File: src/rtl/q_action_selector.sv
// q_action_selector
// Consumes the feed-forward engine's result stream and picks an action from
// the output-layer Q-values. The block has three phases:
//   COLLECT - store output-layer beats (layer code 2'b11) by node address
//   SELECT  - linear arg-max scan, one FP32 comparison per cycle
//   DECIDE  - choose the greedy index, or an LFSR-driven random index when
//             epsilon-greedy exploration fires, and publish the result
//
// Ports:
//   clk, rst_n        clock, asynchronous active-low reset
//   i_current_layer   layer code from the engine (2'b11 output, 2'b00 input)
//   i_data_valid      result beat valid
//   i_data_addr       node index of the beat
//   i_data            FP32 Q-value
//   i_explore_en      enable epsilon-greedy exploration
//   i_epsilon         exploration threshold (explore when lfsr <= i_epsilon)
//   o_action          selected action index
//   o_q_max           greedy maximum Q-value (reported even when exploring)
//   o_explored        o_action came from the LFSR
//   o_valid           one-cycle pulse when the outputs above change
//   o_busy            high while in SELECT or DECIDE
module q_action_selector #(
  parameter int              DATA_WIDTH            = 32,
  parameter int              NUMBER_OF_OUTPUT_NODE = 3,
  parameter int              ADDR_WIDTH            = 5,
  parameter int              ACTION_WIDTH          = 2,
  parameter logic [15:0]     LFSR_SEED             = 16'hACE1
) (
  input  logic                    clk,
  input  logic                    rst_n,
  input  logic [1:0]              i_current_layer,
  input  logic                    i_data_valid,
  input  logic [ADDR_WIDTH-1:0]   i_data_addr,
  input  logic [DATA_WIDTH-1:0]   i_data,
  input  logic                    i_explore_en,
  input  logic [15:0]             i_epsilon,
  output logic [ACTION_WIDTH-1:0] o_action,
  output logic [DATA_WIDTH-1:0]   o_q_max,
  output logic                    o_explored,
  output logic                    o_valid,
  output logic                    o_busy
);

  localparam int N      = NUMBER_OF_OUTPUT_NODE;
  localparam int LAST   = N - 1;
  localparam int CNT_W  = $clog2(N + 1);

  localparam logic [CNT_W-1:0]        LAST_CNT = LAST[CNT_W-1:0];
  localparam logic [ACTION_WIDTH-1:0] LAST_IDX = LAST[ACTION_WIDTH-1:0];
  localparam logic [ACTION_WIDTH:0]   N_EXT    = N[ACTION_WIDTH:0];
  localparam logic [ADDR_WIDTH-1:0]   N_ADDR   = N[ADDR_WIDTH-1:0];

  // Galois feedback mask for x^16 + x^14 + x^13 + x^11 + 1 (right-shifting).
  localparam logic [15:0] LFSR_TAPS = 16'hB400;

  typedef enum logic [1:0] {
    S_COLLECT = 2'd0,
    S_SELECT  = 2'd1,
    S_DECIDE  = 2'd2
  } state_t;

  state_t state, state_next;

  logic [DATA_WIDTH-1:0]   q_buf [N];
  logic [CNT_W-1:0]        count;
  logic [ACTION_WIDTH-1:0] best_idx;
  logic [ACTION_WIDTH-1:0] cmp_idx;
  logic [DATA_WIDTH-1:0]   best_val;
  logic [15:0]             lfsr;
  logic [15:0]             lfsr_next;

  logic                    accept;
  logic                    last_beat;
  logic                    abort;
  logic                    last_cmp;
  logic [ACTION_WIDTH-1:0] addr_idx;
  logic [DATA_WIDTH-1:0]   cmp_val;
  logic                    explore;
  logic [ACTION_WIDTH-1:0] rand_action;

  // Sign-magnitude ordering of FP32 values. +0 and -0 compare equal;
  // NaN and Inf fall out of the raw-bit ordering without special handling.
  function automatic logic fp_gt(input logic [DATA_WIDTH-1:0] a,
                                 input logic [DATA_WIDTH-1:0] b);
    logic [DATA_WIDTH-2:0] mag_a, mag_b;
    mag_a = a[DATA_WIDTH-2:0];
    mag_b = b[DATA_WIDTH-2:0];
    if (mag_a == '0 && mag_b == '0)
      return 1'b0;
    else if (a[DATA_WIDTH-1] != b[DATA_WIDTH-1])
      return ~a[DATA_WIDTH-1];
    else if (!a[DATA_WIDTH-1])
      return mag_a > mag_b;
    else
      return mag_a < mag_b;
  endfunction

  // Address is range-checked before use, so the low bits are a valid index.
  assign addr_idx  = i_data_addr[ACTION_WIDTH-1:0];
  assign accept    = (state == S_COLLECT) && i_data_valid &&
                     (i_current_layer == 2'b11) && (i_data_addr < N_ADDR);
  assign last_beat = accept && (count == LAST_CNT);
  // A new inference starting (input layer) invalidates a half-filled set.
  assign abort     = (state == S_COLLECT) && (i_current_layer == 2'b00) &&
                     (count != '0);
  assign last_cmp  = (cmp_idx == LAST_IDX);
  assign cmp_val   = q_buf[cmp_idx];
  assign lfsr_next = {1'b0, lfsr[15:1]} ^ (lfsr[0] ? LFSR_TAPS : 16'h0000);
  assign explore   = i_explore_en && (lfsr <= i_epsilon);

  // Fold the raw LFSR bits into 0..N-1 with a single conditional subtract.
  always_comb begin
    logic [ACTION_WIDTH:0] r_ext;
    // NOTE: every variable written here gets a value before any branch, so
    // no path leaves it unassigned and no latch is inferred.
    r_ext = {1'b0, lfsr[ACTION_WIDTH-1:0]};
    if (r_ext >= N_EXT)
      r_ext = r_ext - N_EXT;
    rand_action = r_ext[ACTION_WIDTH-1:0];
  end

  // State register.
  always_ff @(posedge clk or negedge rst_n) begin
    if (!rst_n)
      state <= S_COLLECT;
    else
      state <= state_next;
  end

  // Next-state logic.
  always_comb begin
    state_next = state;
    case (state)
      S_COLLECT: if (last_beat) state_next = S_SELECT;
      S_SELECT:  if (last_cmp)  state_next = S_DECIDE;
      S_DECIDE:                 state_next = S_COLLECT;
      default:                  state_next = S_COLLECT;
    endcase
  end

  // Output decode.
  always_comb begin
    o_busy = (state == S_SELECT) || (state == S_DECIDE);
  end

  // Datapath: capture buffer, arg-max scan, decision registers and LFSR.
  always_ff @(posedge clk or negedge rst_n) begin
    if (!rst_n) begin
      // NOTE: the capture buffer is reset as well, so a stale Q-value from an
      // interrupted inference can never surface as a result after reset.
      for (int i = 0; i < N; i++)
        q_buf[i] <= '0;
      count      <= '0;
      best_idx   <= '0;
      cmp_idx    <= '0;
      best_val   <= '0;
      lfsr       <= LFSR_SEED;
      o_action   <= '0;
      o_q_max    <= '0;
      o_explored <= 1'b0;
      o_valid    <= 1'b0;
    end else begin
      // NOTE: non-blocking assignments throughout, so every right-hand side
      // reads the value from before this edge regardless of statement order.
      lfsr    <= lfsr_next;
      o_valid <= 1'b0;
      case (state)
        S_COLLECT: begin
          if (accept) begin
            q_buf[addr_idx] <= i_data;
            count           <= count + 1'b1;
            if (last_beat) begin
              // Seed the scan with entry 0; the buffer write for this beat
              // is not visible yet, so forward it when it targets entry 0.
              best_idx <= '0;
              best_val <= (addr_idx == '0) ? i_data : q_buf[0];
              cmp_idx  <= {{(ACTION_WIDTH-1){1'b0}}, 1'b1};
            end
          end else if (abort) begin
            count <= '0;
          end
        end
        S_SELECT: begin
          // Strict compare: ties keep the lower index.
          if (fp_gt(cmp_val, best_val)) begin
            best_idx <= cmp_idx;
            best_val <= cmp_val;
          end
          cmp_idx <= cmp_idx + 1'b1;
        end
        S_DECIDE: begin
          o_action   <= explore ? rand_action : best_idx;
          o_q_max    <= best_val;
          o_explored <= explore;
          o_valid    <= 1'b1;
          count      <= '0;
        end
        default: count <= '0;
      endcase
    end
  end

endmodule

File: config.mk
export PLATFORM = sky130hd
export DESIGN_NAME = q_action_selector
export DESIGN_NICKNAME = d
export VERILOG_FILES = /design/src/rtl/q_action_selector.sv
export SDC_FILE = /design/constraint.sdc
export NUM_CORES = 1
export LEC_CHECK = 0
export CORE_UTILIZATION = 50
export DETAILED_ROUTE_END_ITERATION = 6
export PLACE_DENSITY = 0.71
export REMOVE_ABC_BUFFERS = 1
export SETUP_SLACK_MARGIN = 0.5
export SLEW_MARGIN = 20
export SYNTH_ARGS = -nofsm -noshare
export SYNTH_HDL_FRONTEND = slang
export SYNTH_SLANG_ARGS = --single-unit
File: constraint.sdc
create_clock -name clk -period 9.2 [get_ports clk]
set_input_delay 0.92 -clock clk [delete_from_list [all_inputs] [get_ports clk]]
set_output_delay 0.92 -clock clk [all_outputs]
set_load 0.01 [all_outputs]
==> parameters.txt, run 1 <==
Parameter                              Value

Status
  Outcome    finished clean

STA
  Worst slew margin    33.60%
  Post-route worst hold slack    0.3688 ns
  Unrepaired setup endpoints after global routing    false
  Clock tree skew after final layout    0.008827 ns
  Worst Max-Slew Pin Slew    0.9959 ns
  Minimum clock period    5.048 ns
  Maximum clock rate    0.1981 GHz
  Final TNS setup    0 ns
  Total count of max-transition violations in the final report    0
  Hold Vio Cnt, Final    0
  Period utilisation layout    54.86%
  Total setup violations reported at the end of the flow    0

CTS
  Post-CTS Setup Inserts    0
  Latest clock arrival within the worst-skew pair    0.43 ns
  Post_cts resized    0
  Count of hold buffers inserted by post-cts repair    0
  Max Root-Sink Buffers    2
  Number of buffers inserted during clock tree synthesis    17
  TritonCTS clock tree    yes
  Clock net sink count    188
  Cell at the root of the clock tree    sky130_fd_sc_hd__clkbuf_16
  Clock slew seen by the registers of the worst setup and hold paths    0.07 ns
  H-tree level count    4

Floorplan
  Width of the die    141.7 um
  Die Area    20070 um2
  Core ar.    18890 um2
  Starting utilization of the core area    51.64%
  Chip Height    141.7 um
  Number of primary I/O pins    96
  Total number of placement rows    50

Run
  Max-cap violations    0

Global routing
  Global-route wire length before repair    36880 um
  Aggregate global routing overflow    0
  Antenna violations before repair    0
  Via count of the first global-routing pass    6956
  GRT Overall Usage    23.74%
  Largest net degree at the start of global routing    108

Pwr
  Proportion of power drawn by flip-flops and latches    37.5%
  Combinational power share    40.1%
  Power Dens Cells    270.7 nW/um2
  Leak    5.402 nW
  Worst-case vdd ir drop    0.0002135 V
  Switching fraction of total power    37.21%
  P_sw    1.152 mW
  Clock network fraction of total power    22.4%
  Total power of the final layout    3.096 mW
  Internal power contribution    1.944 mW

Critical path
  Startpoint type of the worst setup path    flop
  Worst Reg-to-Reg Cells    14
  Buf/Inv on CP    2
  Delay of the slowest critical-path stage    0.74 ns
  Reg2Reg Launch Point    cmp_idx[1]
  Critical path peak fanout    32
  Arrival time of the worst setup path    5.36 ns
  Critical Path Sink Type    flop
  Data required time at the worst endpoint    9.51 ns
  Endpoint of the worst-slack reg-to-reg timing path    best_val[0]
  Cell type of the slowest stage on the worst timing path    sky130_fd_sc_hd__nor2b_4
  Reg2Reg Setup Slack    4.15 ns
  Worst Path Class, Setup    reg -> reg
  CP top delay family    compound AO/OA/AOI/OAI gates
  Critical-path cell list    buf_4, nor2b_4, nand2_1, o21ai_1, ha_1, a21oi_1, o21ai_1, a221oi_1, a21boi_0, o21ai_0, a2111oi_4, o21ai_4, buf_4, mux2_4

Final layout
  Antenna diode count    0
  Final instance area    11440 um2
  Fraction of layout instances using a drive strength above 1    21.02%
  Number of nets in the finished design    1036
  Finished Layout Cells    1197
  Area grow syn2layout    17.24%

Placed design
  Final GP Congestion    0.9016
  Count of placed standard cells including taps    1165
  HPWL after detailed placement    14930 um
  Placement-stage cell area    10880 um2
  Count of port buffers added during placement    95

Routing
  Post-route DRC violation count    0
  Number of DRC violations after detailed-routing iteration 0    373
  Via-to-Cell Ratio    5.753
  Total vias in the final route    6886
  Number of nets still failing antenna checks after routing    0
  Detailed-route wire length    22460 um
  First-pass iteration count of the detailed router    5
  Wirelength per Cell    18.76 um

Worst hold path
  Depth of the worst hold-timing path    0
  Hold Path End    lfsr[6]
  Worst min-delay path startpoint    lfsr[7]
  Hold Path Class    reg -> reg

Synth
  Mapped Cells    846
  FF+latch count, synth    188
  Async set-reset flop share out of synthesis    100.0%
  Synthesized area per cell    11.53 um2
  Synth warn    0
  Number of distinct library cell variants in the gate-level netlist after synthesis    55
  Sequential-to-total area share from yosys stat    48.33%
  Dominant register cell in the synthesized netlist    sky130_fd_sc_hd__dfrtp_1
  Number of synthesized flops with an enable pin    0
  Netlist area before placement    9756 um2
## cells by family after synthesis
kind of cell / share of synthesized area (%)
AOI/OAI and AO/OA: 11.56
xor gates and xnor gates: 0.2694
adders and majority gates: 6.798
buffers and inverters: 4.938
DFF: 48.33
muxes: 21.53
and+or+nand+nor: 6.579
## registers in the layout, indices dropped and copies added, names as in the netlist
name / cells
o_valid: 1
o_q_max: 32
best_val: 32
state: 2
o_action: 2
o_explored: 1
count: 2
lfsr: 16
q_buf: 96
cmp_idx: 2
best_idx: 2
## layout make-up
class	count	area, um2
Clock buffer	21	470.5
Sequential cell	188	4716
Inverter	57	214.0
Tap cell	260	325.3
Timing Repair Buffer	106	1041
Fill cell	1569	7456
Multi-Input combinational cell	554	4588
Clock inverter	11	82.58
## layer usage
| metal | vias to the layer above | wire length [um] | track usage [%] |
|---|---|---|---|
| met5 | - | 0 | 0 |
| met4 | 0 | 319 | 7.074 |
| met3 | 20 | 920 | 4.286 |
| met2 | 171 | 10470 | 38.19 |
| met1 | 3469 | 10750 | 32.77 |
| li1 | 3226 | - | - |
## power groups by stage
stage	logic, mW	clock network, mW	registers, mW
floorplan	0.749	0	1.17
global placement	1.21	0	1.17
detailed placement	1.22	0	1.18
CTS	1.24	0.705	1.16
global route	1.35	0.738	1.18
finish	1.24	0.692	1.16
## layout by cell type, fill, tap and decap left out, types with 5 or more instances in the layout
| cell type | Yosys | layout |
|---|---|---|
| sky130_fd_sc_hd__inv_6 | 0 | 5 |
| sky130_fd_sc_hd__clkdlybuf4s50_1 | 0 | 94 |
| sky130_fd_sc_hd__dfrtp_1 | 180 | 179 |
| sky130_fd_sc_hd__nor2b_1 | 6 | 6 |
| sky130_fd_sc_hd__a21o_1 | 5 | 5 |
| sky130_fd_sc_hd__nand4_1 | 14 | 14 |
| sky130_fd_sc_hd__o21ai_0 | 43 | 43 |
| sky130_fd_sc_hd__buf_4 | 3 | 10 |
| sky130_fd_sc_hd__nand2_1 | 48 | 48 |
| sky130_fd_sc_hd__nor2_1 | 17 | 16 |
| sky130_fd_sc_hd__inv_1 | 57 | 57 |
| sky130_fd_sc_hd__ha_1 | 53 | 51 |
| sky130_fd_sc_hd__nor4_1 | 12 | 12 |
| sky130_fd_sc_hd__mux2_2 | 131 | 131 |
| sky130_fd_sc_hd__mux2i_1 | 61 | 61 |
| sky130_fd_sc_hd__o21ai_1 | 5 | 5 |
| sky130_fd_sc_hd__o2bb2ai_1 | 21 | 21 |
| sky130_fd_sc_hd__clkbuf_16 | 0 | 17 |
| sky130_fd_sc_hd__nor3_1 | 6 | 5 |
| sky130_fd_sc_hd__a21oi_1 | 78 | 78 |
| sky130_fd_sc_hd__dfstp_2 | 8 | 8 |
## synth_stat cells (all sizes together), types with 4 or more instances
master   count  area (um2)
buf         11       132.6
nor2        17       63.81
nor3         6       30.03
nand2       48       180.2
nand4       14       87.58
mux2       132        1490
a21oi       78       390.4
ha          53       663.1
a221oi       4       35.03
dfstp        8       210.2
o21ai       49       256.5
nand3        4       20.02
nor4        12       75.07
dfrtp      180        4504
nor2b        7       51.30
inv         57       214.0
a21o         5       37.54
clkbuf      36       135.1
mux2i       61       610.6
o2bb2ai     22       198.9
## worst max-delay path by stage
stage,startpoint,to,slack [ns],cells past startpoint
floorplan,cmp_idx[1],best_val[0],4.63,12
global placement,cmp_idx[1],best_val[0],4.31,14
detailed placement,cmp_idx[1],best_val[0],4.22,14
CTS,cmp_idx[1],best_val[0],4.20,14
global route,cmp_idx[1],best_val[0],3.77,14
finish,cmp_idx[1],best_val[0],4.15,14
## stage by stage
stage,setup WS (ns),util [%]
after global routing,3.766,60.54
after floorplan,4.625,-
after detailed placement,4.219,57.59
after CTS,4.202,60.52
after global placement,4.312,57.59
final,4.152,60.54
Power figures use the tool's default switching activity.
==> run 2: changes to the inputs <==
PLACE_DENSITY = 0.74   (was 0.71)
clock period = 4.36 ns   (was 9.2 ns; I/O delays follow)
==> run 2 against run 1 <==
First-iteration DRC count rose by 37%. Utilization rose by 1.3 points. Die area did not move. Cell count rose by 1.6%. Sequential power rose by 110%. Setup slack got worse by 3.4 ns. Clock power rose by 120%. Largest power group unchanged. Highest routed layer unchanged.
==> parameters.txt, run 2 (same netlist as run 1, synthesis figures left out) <==
Parameter                              Value

Status
  Outcome    finished clean

Critical path
  CP top delay family    compound AO/OA/AOI/OAI gates
  Data required time at the worst endpoint    4.71 ns (-4.80 ns)
  Buf/Inv on CP    3 (+1)
  Critical Path Sink Type    flop
  Critical path peak fanout    19 (-41%)
  Startpoint type of the worst setup path    flop
  Worst Path Class, Setup    reg -> reg
  Arrival time of the worst setup path    4.00 ns (-1.36 ns)
  Delay of the slowest critical-path stage    0.57 ns (-0.17 ns)
  Cell type of the slowest stage on the worst timing path    sky130_fd_sc_hd__dfrtp_4
  Critical-path cell list    buf_4, buf_4, mux2i_1, o2bb2ai_1, ha_1, nand4_1, nor3_1, a221oi_1, o21ai_1, or3_1, a2111oi_4, o21ai_4, buf_12, mux2i_1

Final layout
  Register with the highest flop count    q_buf
  Finished Layout Cells    1216 (+1.6%)
  Most common cell after layout, fill and taps aside    sky130_fd_sc_hd__dfrtp_1
  Number of flip-flops under the largest register name    96 (unchanged)
  Largest registers ranked by flip-flop count    q_buf: 96 flops, best_val: 32 flops, o_q_max: 32 flops
  Fraction of layout instances using a drive strength above 1    23.01% (+2.0 points)
  Area grow syn2layout    19.84%
  Antenna diode count    0 (unchanged)
  Most frequent cells in the layout    sky130_fd_sc_hd__dfrtp_1 (179), sky130_fd_sc_hd__mux2_2 (131), sky130_fd_sc_hd__clkdlybuf4s50_1 (94)
  Utilization of the core after routing    61.88% (+1.3 points)
  Number of nets in the finished design    1055 (+1.8%)
  Final instance area    11690 um2 (+2.2%)

CTS
  Clock slew seen by the registers of the worst setup and hold paths    0.07 ns (about the same)
  Cell at the root of the clock tree    sky130_fd_sc_hd__clkbuf_16
  H-tree level count    4 (unchanged)
  Latest clock arrival within the worst-skew pair    0.44 ns (about the same)
  Number of buffers inserted during clock tree synthesis    17 (unchanged)
  Max Root-Sink Buffers    2 (unchanged)
  TritonCTS clock tree    yes
  Clock net sink count    188 (unchanged)

STA
  Final TNS setup    0 ns (unchanged)
  Total count of max-transition violations in the final report    0 (unchanged)
  Worst Max-Slew Pin Slew    1.021 ns (+0.02549 ns)
  Clock tree skew after final layout    0.009555 ns (+0.0007280 ns)
  Unrepaired setup endpoints after global routing    false
  Total setup violations reported at the end of the flow    0 (unchanged)
  Maximum clock rate    0.2745 GHz (+39%)
  Period utilisation layout    83.55% (+29 points)
  Worst slew margin    31.91% (-1.7 points)
  Minimum clock period    3.643 ns (-1.405 ns)
  Hold Vio Cnt, Final    0 (unchanged)

Floorplan
  Number of primary I/O pins    96 (unchanged)
  Starting utilization of the core area    51.64% (unchanged)
  Die Area    20070 um2 (unchanged)
  Width of the die    141.7 um (unchanged)
  Total number of placement rows    50 (unchanged)
  Chip Height    141.7 um (unchanged)
  Core ar.    18890 um2 (unchanged)

Routing
  Post-route DRC violation count    0 (unchanged)
  Total vias in the final route    7053 (+2.4%)
  Wirelength per Cell    19.46 um (+3.7%)
  Via-to-Cell Ratio    5.800 (+0.82%)
  First-pass iteration count of the detailed router    5 (unchanged)
  Detailed-route wire length    23660 um (+5.4%)
  Number of DRC violations after detailed-routing iteration 0    510 (+37%)
  Number of nets still failing antenna checks after routing    0 (unchanged)

Pwr
  P_sw    2.513 mW (+120%)
  Clock network fraction of total power    22.6% (+0.2 points)
  Combinational power share    41.5% (+1.4 points)
  Worst-case vdd ir drop    0.0003503 V (+64%)
  Proportion of power drawn by flip-flops and latches    35.9% (-1.6 points)
  Internal power contribution    4.330 mW (+120%)
  Total power of the final layout    6.843 mW (+120%)
  Power Dens Cells    585.3 nW/um2 (+120%)
  Switching fraction of total power    36.72% (-0.49 points)
  Leak    5.527 nW (+2.3%)

Worst hold path
  Hold Path Class    in -> async

Global routing
  Largest net degree at the start of global routing    124 (+15%)
  Global-route wire length before repair    37910 um (+2.8%)
  Via count of the first global-routing pass    6994 (+0.55%)
  Antenna violations before repair    0 (unchanged)
  Aggregate global routing overflow    0 (unchanged)
  GRT Overall Usage    24.58% (+0.84 points)

Placed design
  Count of port buffers added during placement    95 (unchanged)
  Final GP Congestion    0.8798 (-2.4%)
  Count of placed standard cells including taps    1176 (+0.94%)
  Placement-stage cell area    11010 um2 (+1.2%)
  HPWL after detailed placement    16400 um (+9.8%)

Run
  Max-cap violations    0 (unchanged)
run 2: cell count changes in the layout (fill, tap and decap cells not counted), moves of 2 or more:
cell                         change
sky130_fd_sc_hd__buf_12          +4
sky130_fd_sc_hd__buf_4          +14
sky130_fd_sc_hd__clkbuf_8        +2
sky130_fd_sc_hd__clkinv_2        -2
sky130_fd_sc_hd__clkinvlp_4      +2
sky130_fd_sc_hd__inv_6           -4
sky130_fd_sc_hd__nor3b_2         +2
sky130_fd_sc_hd__o21ai_0         -2
sky130_fd_sc_hd__o21ai_1         +2
sky130_fd_sc_hd__o2bb2ai_1       -4
sky130_fd_sc_hd__o2bb2ai_2       +4
run 2: cell type report:
cell class	count	area, um2
clock buffers	24	501.7
inverters	57	214.0
clock inverters	8	82.58
flip-flops and latches	188	4718
well taps	260	325.3
fillers	1512	7202
multi-input cells	554	4612
repair buffers	125	1237
run 2: layer usage:
metal	part of all wire (%)	routed length (um)	vias to the layer above	GRT usage, %
met5	0	0	-	0
met2	46	10990	241	38.22
met1	46	10850	3538	34.36
met4	1.5	360	0	7.018
met3	6.2	1459	33	5.737
li1	-	-	3241	-
run 2: stage by stage:
step                setup WS, ns  hold WS [ns]
finish                    0.7172        0.1405
global route              0.4728        0.2318
CTS                       0.5143        0.1915
detailed placement        0.3613        0.3608
global placement          0.4273        0.3596
floorplan                -0.2147        0.1404
run 2: path summary, 6_finish.rpt:
path	end	from	slack, ns	depth (start not counted)
worst max-delay path	best_val[26]	cmp_idx[1]	0.72	14
worst min-delay path	q_buf[15]	rst_n	0.14	1
worst max register to register	best_val[26]	cmp_idx[1]	0.72	14
worst min register to register	lfsr[5]	lfsr[6]	0.37	0
max in group asynchronous	best_val[24]	rst_n	3.33	2
min in group clk	lfsr[5]	lfsr[6]	0.37	0
run 2: power groups by stage:
stage	Clock (mW)	Sequential [mW]	Combinational (mW)
6_report	1.55	2.46	2.84
3_5_place_dp	0	2.48	2.68
4_1_cts	1.57	2.46	2.74
3_3_place_gp	0	2.48	2.64
5_1_grt	1.64	2.50	3.06
2_1_floorplan	0	2.48	1.58
run 2: timing repair:
| action | 4_1_cts | 5_1_grt |
|---|---|---|
| buffers inserted | 3 | 5 |
| hold buffers | 0 | 0 |
| pin swaps | 2 | 1 |
| hold endpoints to repair | 0 | 0 |
| gates resized for setup | 1 | 10 |
| setup endpoints to repair | 22 | 33 |
==> run 3: changes to the inputs <==
PLACE_DENSITY = 0.71   (was 0.74)
clock period = 3.5 ns   (was 4.36 ns; I/O delays follow)
==> run 3 against run 2 <==
The flow now finishes with violations (hold timing, setup timing). Clock power is 28% higher. Hold slack got worse by 0.18 ns. Cell count is 4.9% higher.
==> parameters.txt, run 3 (same netlist as run 1, synthesis figures left out) <==
Parameter                              Value

Status
  Outcome    finished with violations
  Failing checks    hold timing, setup timing

STA
  Total setup violations reported at the end of the flow    34 (+34)
  Final TNS setup    -8.735 ns (-8.735 ns)
  Total count of max-transition violations in the final report    0 (unchanged)
  Period utilisation layout    108.5% (+25 points)
  Hold Vio Cnt, Final    29 (+29)
  Worst Max-Slew Pin Slew    1.025 ns (+0.003389 ns)
  Minimum clock period    3.798 ns (+0.1551 ns)
  Clock tree skew after final layout    0.009240 ns (-0.0003148 ns)
  Unrepaired setup endpoints after global routing    true
  Post-route worst hold slack    -0.03800 ns (-0.1785 ns)
  Setup slack of the critical path after layout    -0.2978 ns (-1.015 ns)
  Maximum clock rate    0.2633 GHz (-4.1%)
  Worst slew margin    31.68% (-0.23 points)

CTS
  Clock net sink count    188 (unchanged)
  Max Root-Sink Buffers    2 (unchanged)
  Cell at the root of the clock tree    sky130_fd_sc_hd__clkbuf_16
  Number of buffers inserted during clock tree synthesis    17 (unchanged)
  TritonCTS clock tree    yes
  Clock slew seen by the registers of the worst setup and hold paths    0.07 ns (about the same)
  Latest clock arrival within the worst-skew pair    0.44 ns (about the same)
  H-tree level count    4 (unchanged)

Routing
  Number of nets still failing antenna checks after routing    0 (unchanged)
  Wirelength per Cell    20.78 um (+6.8%)
  Number of DRC violations after detailed-routing iteration 0    540 (+5.9%)
  First-pass iteration count of the detailed router    5 (unchanged)
  Total vias in the final route    7510 (+6.5%)
  Detailed-route wire length    26500 um (+12%)
  Post-route DRC violation count    0 (unchanged)
  Via-to-Cell Ratio    5.890 (+1.6%)

Final layout
  Most common cell after layout, fill and taps aside    sky130_fd_sc_hd__dfrtp_1
  Number of flip-flops under the largest register name    96 (unchanged)
  Largest registers ranked by flip-flop count    q_buf: 96 flops, best_val: 32 flops, o_q_max: 32 flops
  Most frequent cells in the layout    sky130_fd_sc_hd__dfrtp_1 (179), sky130_fd_sc_hd__mux2_2 (131), sky130_fd_sc_hd__clkdlybuf4s50_1 (94)
  Area grow syn2layout    31.77%
  Sequential cell area in the final layout    4716 um2 (about the same)
  Number of nets in the finished design    1114 (+5.6%)
  Area of combinational cells with multiple inputs    5101 um2 (+11%)
  Register with the highest flop count    q_buf
  Antenna diode count    0 (unchanged)
  Fill count    1371 (-9.3%)
  Fraction of layout instances using a drive strength above 1    33.30% (+10 points)

Critical path
  Critical path peak fanout    5 (-14)
  Data required time at the worst endpoint    3.82 ns (-0.89 ns)
  Critical Path Sink Type    flop
  Startpoint type of the worst setup path    flop
  Arrival time of the worst setup path    4.12 ns (+0.12 ns)
  Worst Path Class, Setup    reg -> reg

Global routing
  Via count of the first global-routing pass    7680 (+9.8%)
  GRT Overall Usage    27.00% (+2.4 points)
  Largest net degree at the start of global routing    91 (-27%)
  Global-route wire length before repair    41640 um (+9.8%)
  Aggregate global routing overflow    0 (unchanged)
  Antenna violations before repair    0 (unchanged)

Floorplan
  Core ar.    18890 um2 (unchanged)
  Die Area    20070 um2 (unchanged)
  Chip Height    141.7 um (unchanged)
  Width of the die    141.7 um (unchanged)
  Total number of placement rows    50 (unchanged)
  Number of primary I/O pins    96 (unchanged)
  Starting utilization of the core area    51.64% (unchanged)

Pwr
  Leak    5.996 nW (+8.5%)
  Power Dens Cells    778.4 nW/um2 (+33%)
  Worst-case vdd ir drop    0.0006048 V (+73%)

Placed design
  Count of port buffers added during placement    95 (unchanged)
  HPWL after detailed placement    16970 um (+3.5%)
  Final GP Congestion    0.8825 (+0.31%)

Run
  Max-cap violations    0 (unchanged)

Worst hold path
  Hold Path Class    in -> async
run 3: cell types whose count changed in the layout (fill, tap and decap cells not counted), moves of 7 or more:
cell / change
sky130_fd_sc_hd__buf_4: +36
sky130_fd_sc_hd__buf_6: +9
sky130_fd_sc_hd__ha_1: -9
sky130_fd_sc_hd__ha_4: +9
sky130_fd_sc_hd__o21ai_2: +8
sky130_fd_sc_hd__o2bb2ai_1: -13
sky130_fd_sc_hd__o2bb2ai_2: +7
run 3: worst paths after layout:
check | from | endpoint | slack [ns] | depth (start not counted)
min in group clk | lfsr[7] | lfsr[6] | 0.37 | 0
max in group asynchronous | rst_n | lfsr[0] | 2.69 | 2
worst min register to register | lfsr[7] | lfsr[6] | 0.37 | 0
worst min-delay path | rst_n | q_buf[42] | -0.04 | 1
worst max register to register | cmp_idx[1] | best_idx[1] | -0.30 | 17
worst max-delay path | cmp_idx[1] | best_idx[1] | -0.30 | 17
run 3: final cells by class:
| cell class | instances | share of cell area (%) |
|---|---|---|
| tap | 260 | 2.531 |
| multi-input combinational | 555 | 39.68 |
| clock inverter | 14 | 1.246 |
| timing repair buffer | 183 | 14.85 |
| sequential | 188 | 36.68 |
| inverter | 57 | 1.664 |
| clock buffer | 18 | 3.339 |
run 3: metrics by stage:
| stage | power (mW) | util (%) | std cells | worst slack (ns) | instance area [um2] |
|---|---|---|---|---|---|
| after floorplan | 5.051 | - | 799 | -1.075 | 9488 |
| after CTS | 9.467 | 66.56 | 1262 | -0.1161 | 12580 |
| after global routing | 10.45 | 68.04 | 1275 | -0.3540 | 12850 |
| after detailed placement | 6.652 | 59.58 | 1206 | -0.2266 | 11260 |
| after global placement | 6.604 | 59.58 | 1206 | -0.1528 | 11260 |
| final | 10.01 | 68.04 | 1275 | -0.2978 | 12850 |
run 3: metal layers:
metal	share of wire, %	GRT usage, %	up-vias	wire, um
met5	0	0	-	0
met4	3.1	9.451	0	815
met3	6.3	5.805	71	1669
met2	48	44.31	292	12820
met1	42	35.37	3786	11200
li1	-	-	3361	-
run 3: where the power goes:
group,leakage [nW],switching [mW],total [mW],internal (mW)
clock network,0.286,0.905,1.98,1.07
registers,2.54,0.427,3.07,2.65
logic,3.17,2.47,4.96,2.49
total,6.00,3.80,10.0,6.21
run 3: what timing repair did:
item                                    CTS  global route
gates resized for setup                  76            29
buffers inserted                         19            10
pin swaps                                37            25
endpoints found under the setup margin   34            34
gates cloned                              5             3
hold endpoints to repair                  0             0
hold buffers                              0             0
run 3: critical path, cell delays in order (launching register included):
cell	delay [ns]
sky130_fd_sc_hd__dfrtp_2	0.47
sky130_fd_sc_hd__buf_6	0.15
sky130_fd_sc_hd__nor2b_4	0.16
sky130_fd_sc_hd__buf_6	0.13
sky130_fd_sc_hd__buf_8	0.12
sky130_fd_sc_hd__buf_16	0.13
sky130_fd_sc_hd__o2bb2ai_2	0.13
sky130_fd_sc_hd__ha_1	0.28
sky130_fd_sc_hd__nand4_1	0.14
sky130_fd_sc_hd__nor3_2	0.08
sky130_fd_sc_hd__a221oi_2	0.29
sky130_fd_sc_hd__o21ai_2	0.14
sky130_fd_sc_hd__or3_4	0.42
sky130_fd_sc_hd__a2111oi_4	0.31
sky130_fd_sc_hd__buf_4	0.21
sky130_fd_sc_hd__o21ai_4	0.11
sky130_fd_sc_hd__buf_6	0.20
sky130_fd_sc_hd__a32o_1	0.20
